[config.mk]
export PLATFORM = sky130hd
export DESIGN_NAME = btn_conditioner
export DESIGN_NICKNAME = d
export VERILOG_FILES = /design/src/rtl/btn_conditioner.sv
export SDC_FILE = /design/constraint.sdc
export NUM_CORES = 1
export LEC_CHECK = 0
export ABC_CLOCK_PERIOD_IN_PS = 4250
export BUFFER_PORTS_ARGS = -buffer_cell sky130_fd_sc_hd__buf_2
export CELL_PAD_IN_SITES_DETAIL_PLACEMENT = 0
export CELL_PAD_IN_SITES_GLOBAL_PLACEMENT = 2
export CORE_MARGIN = 5
export CORE_UTILIZATION = 43
export DETAILED_ROUTE_END_ITERATION = 7
export PLACE_DENSITY_LB_ADDON = 0.1
export RECOVER_POWER = 100
export SETUP_SLACK_MARGIN = 0.4
export SYNTH_ARGS = -nofsm -noshare
export SYNTH_HDL_FRONTEND = slang
export SYNTH_SLANG_ARGS = --single-unit
[constraint.sdc]
create_clock -name clk -period 4.25 [get_ports clk]
set_input_delay 0.6375 -clock clk [delete_from_list [all_inputs] [get_ports clk]]
set_output_delay 0.6375 -clock clk [all_outputs]
set_load 0.05 [all_outputs]
[src/rtl/btn_conditioner.sv]
// rtl/btn_conditioner.sv - pushbutton synchronizer, debouncer and auto-repeat event generator
//
// Purpose:
//   Turns raw active-low pushbuttons into a clean debounced level plus
//   single-cycle press, release and auto-repeat event pulses. Each channel
//   is independent and identical.
//
// Ports:
//   clk          system clock
//   rst          asynchronous active-low reset
//   btn_n        raw buttons, active-low, asynchronous to clk
//   btn_level    debounced state, 1 = pressed
//   btn_press    one-cycle pulse when btn_level rises
//   btn_release  one-cycle pulse when btn_level falls
//   btn_evt      one-cycle pulse on each press and on each auto-repeat

module btn_conditioner #(
    parameter int N_BTN     = 3,
    parameter int DB_CYCLES = 500000,
    parameter int REP_DELAY = 25000000,
    parameter int REP_RATE  = 5000000
) (
    input  logic             clk,
    input  logic             rst,
    input  logic [N_BTN-1:0] btn_n,
    output logic [N_BTN-1:0] btn_level,
    output logic [N_BTN-1:0] btn_press,
    output logic [N_BTN-1:0] btn_release,
    output logic [N_BTN-1:0] btn_evt
);

    localparam int DB_W    = $clog2(DB_CYCLES) + 1;
    localparam int REP_MAX = (REP_DELAY > REP_RATE) ? REP_DELAY : REP_RATE;
    localparam int REP_W   = $clog2(REP_MAX + 1);

    localparam logic [DB_W-1:0]  DB_LAST    = DB_W'(DB_CYCLES - 1);
    localparam logic [REP_W-1:0] DELAY_LAST = REP_W'((REP_DELAY > 0) ? REP_DELAY - 1 : 0);
    localparam logic [REP_W-1:0] RATE_LAST  = REP_W'(REP_RATE - 1);
    localparam bit               REP_EN     = (REP_DELAY > 0);

    typedef enum logic [1:0] {
        ST_IDLE,
        ST_DELAY,
        ST_REPEAT
    } rep_state_t;

    // Two-flop synchronizer; flops reset to 1 so the channel starts released.
    logic [N_BTN-1:0] r_s1;
    logic [N_BTN-1:0] r_s2;
    logic [N_BTN-1:0] w_sync;

    always_ff @(posedge clk or negedge rst) begin
        if (!rst) begin
            r_s1 <= '1;
            r_s2 <= '1;
        end else begin
            r_s1 <= btn_n;
            r_s2 <= r_s1;
        end
    end

    assign w_sync = ~r_s2;

    genvar g;
    generate
        for (g = 0; g < N_BTN; g++) begin : g_ch
            logic [DB_W-1:0]  r_db_cnt;
            logic             r_level;
            logic             r_press;
            logic             r_release;
            logic             r_evt;
            rep_state_t       r_state;
            logic [REP_W-1:0] r_rep_cnt;
            logic             w_change;
            logic             w_rise;
            logic             w_fall;

            // The level flips on the cycle the disagreement run completes;
            // the same condition drives the registered edge pulses.
            assign w_change = (w_sync[g] != r_level) && (r_db_cnt == DB_LAST);
            assign w_rise   = w_change && w_sync[g];
            assign w_fall   = w_change && !w_sync[g];

            always_ff @(posedge clk or negedge rst) begin
                if (!rst) begin
                    r_db_cnt  <= '0;
                    r_level   <= 1'b0;
                    r_press   <= 1'b0;
                    r_release <= 1'b0;
                end else begin
                    r_press   <= w_rise;
                    r_release <= w_fall;
                    if (w_sync[g] == r_level) begin
                        r_db_cnt <= '0;
                    end else if (r_db_cnt == DB_LAST) begin
                        r_level  <= w_sync[g];
                        r_db_cnt <= '0;
                    end else begin
                        r_db_cnt <= r_db_cnt + 1'b1;
                    end
                end
            end

            // Auto-repeat: release always returns to IDLE and suppresses any
            // repeat pulse that would land on the same edge.
            always_ff @(posedge clk or negedge rst) begin
                if (!rst) begin
                    r_state   <= ST_IDLE;
                    r_rep_cnt <= '0;
                    r_evt     <= 1'b0;
                end else begin
                    r_evt <= w_rise;
                    if (w_fall) begin
                        r_state   <= ST_IDLE;
                        r_rep_cnt <= '0;
                    end else begin
                        case (r_state)
                            ST_IDLE: begin
                                if (w_rise && REP_EN) begin
                                    r_state   <= ST_DELAY;
                                    r_rep_cnt <= '0;
                                end
                            end
                            ST_DELAY: begin
                                if (r_rep_cnt == DELAY_LAST) begin
                                    r_evt     <= 1'b1;
                                    r_rep_cnt <= '0;
                                    r_state   <= ST_REPEAT;
                                end else begin
                                    r_rep_cnt <= r_rep_cnt + 1'b1;
                                end
                            end
                            ST_REPEAT: begin
                                if (r_rep_cnt == RATE_LAST) begin
                                    r_evt     <= 1'b1;
                                    r_rep_cnt <= '0;
                                end else begin
                                    r_rep_cnt <= r_rep_cnt + 1'b1;
                                end
                            end
                            default: begin
                                r_state   <= ST_IDLE;
                                r_rep_cnt <= '0;
                            end
                        endcase
                    end
                end
            end

            assign btn_level[g]   = r_level;
            assign btn_press[g]   = r_press;
            assign btn_release[g] = r_release;
            assign btn_evt[g]     = r_evt;
        end
    endgenerate

endmodule
After elaboration in Yosys (flattened, before gate mapping). Cells that the tools add are included. Widths: inputs -> output; s select.

Add/subtract/negate cells: 6. Equality and inequality tests: 30. Muxes and demuxes: 45. Bitwise logic cells: 4. Reduce and logical (&&, ||, !) cells: 21.

Operators by type and width (number): $mux 25 (12); $pmux 25 s3 (3); $mux 20 (6); $add 25x1->25 const B (3); $eq 25x23->1 const B (3); $eq 25x25->1 const B (3); $add 20x1->20 const B (3); $eq 20x19->1 const B (3); $mux 2 (9); $ne 3x3->1 const B (6); $pmux 2 s3 (3); $logic_and 1x1->1 (9); $mux 1 (9); $reduce_and 3->1 (3); $eq 2x1->1 const B (3); $eq 2x2->1 const B (3); $logic_not 2->1 (3); $ne 2x2->1 const B (3); $pmux 1 s2 (3); $reduce_and 2->1 (3); $eq 1x1->1 (3); $logic_not 1->1 (3); $ne 1x1->1 (3); $not 1->1 (3); $not 3->3 (1).

Register bits: 159.

Logic depth before layout (Yosys ltp). Gate-level depths: netlist of the first run.

Depth in word-level cells: 7. Gate-level depth with buffers: 10. Depth with buffers taken out: 7.

Worst setup path before layout of the first run. Ideal clock, no wire load.

Path type: reg2reg. Start: register g_ch[2].r_rep_cnt[10]. End: register g_ch[2].r_rep_cnt[21]. Library setup time: 0.124 ns. Arrival time: 2.412 ns. Data required time: 4.126 ns. Path slack: 1.714 ns. Cell stages (with the launch flop): 8. Cells stage by stage: dfrtp_1 > or4b_1 > or4_4 > o41ai_4 > a211o_2 > buf_6 > or3_1 > nand3_1.

Cells in the longest elaborated chain, start to end: 4. Elaborated cells on any way between the ends: 7. Those cells by class: add/sub: 1; eq/ne: 2; mux: 4.

RTL lines: start: declaration (line 73) `logic [REP_W-1:0] r_rep_cnt;`; start signal: assignment (line 130) `r_rep_cnt <= r_rep_cnt + 1'b1;`; start signal: assignment (line 138) `r_rep_cnt <= r_rep_cnt + 1'b1;`; $add 25x1->25, or another cell as far along (line 130, 138); $mux 25, on equally long branches (line 134, 125); $pmux 25 s3 (*) (line 117) `case (r_state)`; $mux 25 (*) (line 113) `if (w_fall) begin`.

Every way passes the cells marked *; elsewhere a longest branch is shown, timed or not. A chain may end at the register's enable or synchronous reset.

Worst setup path in the final report of the first run.
Start: register g_ch[2].r_rep_cnt[10]. End: register g_ch[2].r_rep_cnt[11].

Same word-level chain as after synthesis.

==> results of run 1 <==
[state kept, by name, indices dropped and copies added (netlist names)]
register and count:
r_s2 3, g_ch.r_press 3, g_ch.r_db_cnt 60, g_ch.r_state 6
g_ch.r_evt 3, g_ch.r_release 3, g_ch.r_rep_cnt 75, g_ch.r_level 3
r_s1 3
[how the worst min path moves through the flow]
stage,endpoint,from
floorplan,g_ch[0].r_db_cnt[0],rst
global placement,r_s2[2],r_s1[2]
detailed placement,r_s2[2],r_s1[2]
CTS,r_s1[2],btn_n[2]
global route,r_s1[2],btn_n[2]
finish,r_s1[2],btn_n[2]
[synth_stat cells (4+ instances only)]
cell and n:
dfrtp_1 153, nand2_1 116, nand3_1 110, nor2_1 86, o21ai_0 44, or3_1 40
inv_1 31, nand4_1 31, xor2_1 30, clkbuf_1 23, a21oi_1 22, xnor2_1 22
nor3_1 19, and4_1 18, ha_1 18, nor4_1 15, and3_1 14, buf_4 13
o311ai_1 12, or4_1 12, nor3b_1 10, a21o_1 9, and2_1 9, o211ai_1 9
o311ai_0 9, or2_2 9, dfstp_2 6, nand2b_1 5, nor4b_1 5, nor4bb_1 5
nand3b_1 4
[layout make-up]
type                       instances  area (sq um)  share of cell area (%)
clock inverter                    13         165.2                   1.756
multi-input combinational        723          4278                   45.48
inverter                          31         116.4                   1.237
sequential                       159          3986                   42.38
tap                              265         331.6                   3.525
clock buffer                      18         439.2                   4.669
timing repair buffer              21         88.84                  0.9445
[power groups by stage]
stage          registers, mW  logic, mW  clock network [mW]
4_1_cts                 1.53     0.0626                1.63
6_report                1.53     0.0571                1.58
5_1_grt                 1.54     0.0699                1.69
2_1_floorplan           1.56     0.0206                   0
3_5_place_dp            1.56     0.0625                   0
3_3_place_gp            1.56     0.0600                   0
[cells in the final DEF (no fill, tap or decap), types with 22 or more instances in the layout]
| cell type | n |
|---|---|
| dfrtp_1 | 153 |
| nand4_1 | 31 |
| nand2_1 | 116 |
| or3_1 | 40 |
| inv_1 | 31 |
| xor2_1 | 30 |
| xnor2_1 | 22 |
| nand3_1 | 110 |
| a21oi_1 | 22 |
| nor2_1 | 86 |
| o21ai_0 | 46 |
[worst max-delay path, delay by kind of cell (launching register included)]
kind | cells | cell delay (ns)
flip-flops | 1 | 0.43
AO/OA/AOI/OAI | 3 | 1.45
AND/OR/NAND/NOR | 3 | 1.38
[routing by layer]
layer / track usage (%) / share of wire [%] / vias to the layer above
met3: 3.183 / 3.5 / 17
met5: 0 / 0 / -
li1: - / - / 3450
met4: 4.537 / 1.0 / 0
met2: 29.31 / 47 / 125
met1: 23.05 / 48 / 3344
[per-stage QoR]
step                worst slack, ns  area (sq um)  util [%]  hold slack, ns  cells
floorplan                     1.714          8633         -          0.3419    955
finish                       0.8261          9405     48.01          0.3161   1230
global route                 0.5559          9405     48.01          0.2987   1230
detailed placement            1.132          8859     45.22          0.3469   1199
global placement              1.227          8859     45.22          0.3462   1199
CTS                           1.110          9463     48.30          0.2972   1230
[kinds of logic after synthesis]
group / Yosys count / share of synthesized area [%]
buf+inv: 73 / 4.014
flops: 159 / 46.17
compound gates: 137 / 10.65
xor+xnor: 52 / 5.275
simple gates: 516 / 31.28
fa+ha+maj: 18 / 2.609
==> results.md, run 1 <==
- Status: finished with violations
- Failing checks: max-capacitance violations, max-slew violations
- Die width: approximately 150 um
- Crit path to: g_ch[2].r_rep_cnt[11]
- Worst Max-Slew Pin Slew: 2.441 ns
- Reg2reg end: g_ch[2].r_rep_cnt[11]
- Clock-pin slew on the worst setup and hold paths: about 0.070 ns
- Endpoints failing setup: 0
- CP Class: flip-flop to flip-flop
- Hold Violations, Final: 0
- Post-route setup TNS: 0 ns
- Yosys warns: 0
- Synth-to-Final Area Change: 8.942%
- Switching Share: between 20% and 30%
- Setup Skew: around 0.011 ns
- Reg2reg setup slack: 0.83 ns
- Grt ovf: 0
- Crit path launch type: flip-flop
- GP Congestion: 0.8058
- Synthesis-stage register bit count: 159
- Initial antenna violation count: 0
- CP peak stage delay: around 0.80 ns
- Yosys top cell by area: dfrtp_1
- Worst setup EP type: flip-flop
- Router iterations before antenna repair: 5
- Post-route ant nets: 0
- Setup Buffers After CTS: 0
- Final Max Tran Viols: 95
- Layout cells sized above 1: between 5 and 6%
- Post-route DRC: 0
- Synth top area share: between 40% and 50%
- Ant. Diodes: 0
- Overall routing resource usage: between 15 and 20%
- Vias in the first global route: approximately 6700
- TritonCTS Buffers: 17
- Total Power: 3.170 mW
- Req. time, crit path: 4.52 ns
- Critical-path top delay cell: o41ai_1
- FILL cells: approximately 1900
- CTS tree: built
- Final period util: 80.56%
- Reg2reg start: g_ch[2].r_rep_cnt[10]
- Net Count, Synth: around 980
- Max_cap viols: 1
- Post-CTS Resized: 0
- Cell Rows: 51
- # H-tree levels: 4
- Io pins: 17
- Via count: roughly 6900
- Total Wirelength: 18940 um
- Clock Power Share: approximately half
- Crit path from: g_ch[2].r_rep_cnt[10]
- Post-synth cell types: just under 60
- Slew Limit Headroom: -62.73%
- Mapped Area: roughly 8600 sq um
- Core region area: 19590 sq um
- Seq/Total Area, Yosys: a little under half
- Synth Area per Inst: about 9 sq um
- Post-DP HPWL: 12590 um
- PortBufs: 16
- Fmax achieved: roughly 300 MHz
- Post-DR vias/cell: around 5.6
- Arrival time worst endpoint: 3.69 ns
- Initial Util: 44.07%
- Post-Syn Instances: ~960
- Maximum VDD drop: between 0.2 and 0.25 mV
- Worst-path maximum fanout: 24
- Routed WL per cell: roughly 15 um
- Hold Path Depth: 1
- First-pass GRT wire length: around 33000 um
- Leakage: ~3.8 nW
- Register share of total power: between 40 and 50%
- DRT iter0 DRCs: about 310
- Worst min-delay path category: input port to flip-flop
- Worst-path cell chain: or4b_1 -> or4_1 -> o41ai_1 -> a21oi_2 -> nand3_1 -> o311ai_0
- EDFF count, synth: 0
- Synth area leaders: dfrtp_1, nand3_1, nand2_1, nor2_1, xor2_1
- Die Ht: 151.7 um
- Die area: around 23000 sq um
- Cell count of the worst reg-to-reg path: 6
- Skew-Pair Late Insertion Delay: between 0.4 and 0.5 ns
- Asr flop ratio synth: between 90% and 100%
- Largest net degree at the start of global routing: between 90 and 100
- RSZ-0062 raised after global routing: false
- Internal power: 2.475 mW
- Clock Tree Buf Depth: 2
- Hold Buf Count CTS: 0
- Synth Flop Type: dfrtp_1
- Switching component of the power: slightly below 700 uW
- Cell Pwr Density: between 300 and 400 nW/um^2
- Nets: between 900 and 1000
- Logic pwr share: between 1.5 and 2%
- Root Buffer: clkbuf_16
- Clock Sinks: 159
- Period minus WS final: 3.424 ns
(Power assumes the default switching activity.)
==> inputs of run 2 (changes only) <==
--- a/config.mk
+++ b/config.mk
@@ -5,12 +5,12 @@
 export SDC_FILE = /design/constraint.sdc
 export NUM_CORES = 1
 export LEC_CHECK = 0
-export ABC_CLOCK_PERIOD_IN_PS = 4250
+export ABC_CLOCK_PERIOD_IN_PS = 3500
 export BUFFER_PORTS_ARGS = -buffer_cell sky130_fd_sc_hd__buf_2
 export CELL_PAD_IN_SITES_DETAIL_PLACEMENT = 0
 export CELL_PAD_IN_SITES_GLOBAL_PLACEMENT = 2
 export CORE_MARGIN = 5
-export CORE_UTILIZATION = 43
+export CORE_UTILIZATION = 40
 export DETAILED_ROUTE_END_ITERATION = 7
 export PLACE_DENSITY_LB_ADDON = 0.1
 export RECOVER_POWER = 100
==> constraint.sdc (replaced) <==
create_clock -name clk -period 3.5 [get_ports clk]
set_input_delay 0.525 -clock clk [delete_from_list [all_inputs] [get_ports clk]]
set_output_delay 0.525 -clock clk [all_outputs]
set_load 0.05 [all_outputs]
==> run 2 against run 1 <==
Net effect:
- the run still ends with max-capacitance violations, max-slew violations left
- final area rose by 0.65%
- largest cell class unchanged
- fmax rose by 13%
- register-to-register slack got worse by 0.35 ns
- flip-flop and latch count did not move
- largest power group unchanged
- setup slack got worse by 0.35 ns
==> results.md, run 2 (same netlist as run 1, synthesis figures left out) <==
- Initial antenna violation count: 0 (unchanged)
- Period minus WS final: 3.029 ns (was 3.424 ns)
- Grt ovf: 0 (unchanged)
- Overall routing resource usage: 16.40% (was 17.36%)
- Hold Violations, Final: 0 (unchanged)
- Worst-path maximum fanout: 7 (was 24)
- Final period util: 86.53% (was 80.56%)
- Hold Path Depth: 1 (unchanged)
- Largest net degree at the start of global routing: 75 (was 95)
- Logic pwr share: 1.8% (about the same)
- Arrival time worst endpoint: 3.35 ns (was 3.69 ns)
- CTS tree: built (unchanged)
- Clock Sinks: 159 (unchanged)
- Slew Limit Headroom: -59.58% (was -62.73%)
- Router iterations before antenna repair: 5 (unchanged)
- Cell Pwr Density: 405.7 nW/um^2 (was 337.0 nW/um^2)
- Worst Max-Slew Pin Slew: 2.394 ns (was 2.441 ns)
- DRT iter0 DRCs: 308 (was 311)
- First-pass GRT wire length: 33510 um (was 32530 um)
- PortBufs: 16 (unchanged)
- Vias in the first global route: 6841 (was 6695)
- Cell count of the worst reg-to-reg path: 6 (unchanged)
- Worst setup EP type: flip-flop (unchanged)
- Post-route ant nets: 0 (unchanged)
- Post-DP HPWL: 13090 um (was 12590 um)
- Internal power: 2.939 mW (was 2.475 mW)
- Post-route setup TNS: 0 ns (unchanged)
- TritonCTS Buffers: 17 (unchanged)
- Io pins: 17 (unchanged)
- Setup Buffers After CTS: 0 (unchanged)
- Skew-Pair Late Insertion Delay: 0.43 ns (was 0.42 ns)
- Die Ht: 156.9 um (was 151.7 um)
- Placed cell area: 8899 sq um (was 8859 sq um)
- Endpoints failing setup: 0 (unchanged)
- Core region area: 21150 sq um (was 19590 sq um)
- Reg with most FFs: g_ch.r_rep_cnt (unchanged)
- Final cell utilization of the core: 44.75% (was 48.01%)
- Switching Share: 23.48% (was 21.92%)
- GP Congestion: 0.8045 (was 0.8058)
- Post-DR vias/cell: 5.637 (was 5.639)
- Clock-pin slew on the worst setup and hold paths: 0.07 ns (about the same)
- Final Max Tran Viols: 43 (was 95)
- Register share of total power: 48.5% (was 48.4%)
- Via count: 7007 (was 6936)
- Status: finished with violations (unchanged)
- Largest regs: g_ch.r_rep_cnt (75), g_ch.r_db_cnt (60), g_ch.r_state (6) (unchanged)
- Post-route DRC: 0 (unchanged)
- Fmax achieved: 330.2 MHz (was 292.1 MHz)
- Setup Skew: 0.01156 ns (was 0.01093 ns)
- Cell Rows: 53 (was 51)
- Leakage: 3.775 nW (was 3.757 nW)
- RSZ-0062 raised after global routing: false (unchanged)
- Hold Buf Count CTS: 0 (unchanged)
- Post-CTS Resized: 0 (unchanged)
- Crit path launch type: flip-flop (unchanged)
- Die area: 24620 sq um (was 23010 sq um)
- CP Class: flip-flop to flip-flop (unchanged)
- Synth-to-Final Area Change: 9.652% (was 8.942%)
- Switching component of the power: 901.5 uW (was 694.8 uW)
- Max reg flops: 75 (unchanged)
- Layout cells sized above 1: 6.405% (was 5.907%)
- Routed WL per cell: 15.67 um (was 15.40 um)
- Die width: 156.9 um (was 151.7 um)
- Design Area, Final: 9467 sq um (was 9405 sq um)
- Initial Util: 40.81% (was 44.07%)
- Req. time, crit path: 3.82 ns (was 4.52 ns)
- Worst min-delay path category: input port to flip-flop (unchanged)
- Maximum VDD drop: 0.2315 mV (was 0.2436 mV)
- Clock Tree Buf Depth: 2 (unchanged)
- Commonest non-fill, non-tap cells in the layout: dfrtp_1, nand2_1, nand3_1 (unchanged)
- Commonest non-fill, non-tap cell in the layout: dfrtp_1 (unchanged)
- Clock Power Share: 49.6% (was 49.8%)
- Ant. Diodes: 0 (unchanged)
- Root Buffer: clkbuf_16 (unchanged)
- Failing checks: max-capacitance violations, max-slew violations (unchanged)
- Nets: 978 (was 976)
- Total Wirelength: 19480 um (was 18940 um)
- # H-tree levels: 4 (unchanged)
- Max_cap viols: 1 (unchanged)
[run 2: changes by cell type in the layout (fill, tap and decap cells not counted), sizes merged]
cell / before / now
bufinv: 3 / 2
clkinv: 5 / 3
buf: 4 / 9
clkbuf: 35 / 31
clkinvlp: 4 / 3
inv: 32 / 38
[run 2: area by class of cell]
cell class | count | area, sq um
clock buffer | 17 | 425.4
timing repair buffer | 23 | 125.1
tap | 275 | 344.1
fill | 2039 | 11690
clock inverter | 15 | 172.7
multi-input combinational | 723 | 4297
sequential | 159 | 3986
inverter | 31 | 116.4
[run 2: power groups by stage]
stage / clock, mW / sequential, mW / combinational (mW)
floorplan: 0 / 1.90 / 0.0250
global placement: 0 / 1.90 / 0.0731
detailed placement: 0 / 1.90 / 0.0761
CTS: 1.96 / 1.86 / 0.0761
global route: 2.05 / 1.86 / 0.0854
finish: 1.91 / 1.86 / 0.0706
[run 2: critical path, cell delays in order (launching register included)]
cell,delay (ns)
dfrtp_1,0.45
or3b_2,0.49
nor4_1,0.58
a21boi_0,0.35
o21ai_0,0.63
o21ai_0,0.20
a21o_1,0.21
[run 2: routing by layer]
layer | share of wire [%] | global-route usage, % | vias to the layer above
met5 | 0 | 0 | -
met2 | 48 | 27.19 | 72
met4 | 1.2 | 4.835 | 0
li1 | - | - | 3455
met3 | 2.7 | 3.162 | 19
met1 | 49 | 21.95 | 3461
[run 2: path summary, 6_finish.rpt]
check,start,to,slack (ns)
setup / recovery,g_ch[1].r_rep_cnt[10],g_ch[1].r_rep_cnt[17],0.47
hold / removal,btn_n[1],r_s1[1],0.20
setup reg to reg,g_ch[1].r_rep_cnt[10],g_ch[1].r_rep_cnt[17],0.47
hold reg to reg,r_s1[1],r_s2[1],0.37
max in group asynchronous,rst,g_ch[0].r_rep_cnt[18],1.00
min in group asynchronous,rst,g_ch[2].r_db_cnt[18],0.81
[run 2: metrics by stage]
stage | std cells | hold WS [ns] | total power [mW] | setup slack (ns)
after floorplan | 955 | 0.2294 | 1.921 | 0.9640
after global placement | 1211 | 0.3501 | 1.971 | 0.6898
after detailed placement | 1211 | 0.3475 | 1.974 | 0.6343
after CTS | 1243 | 0.002006 | 3.904 | 0.6159
after global routing | 1243 | 0.1757 | 3.997 | 0.2625
final | 1243 | 0.1964 | 3.840 | 0.4715
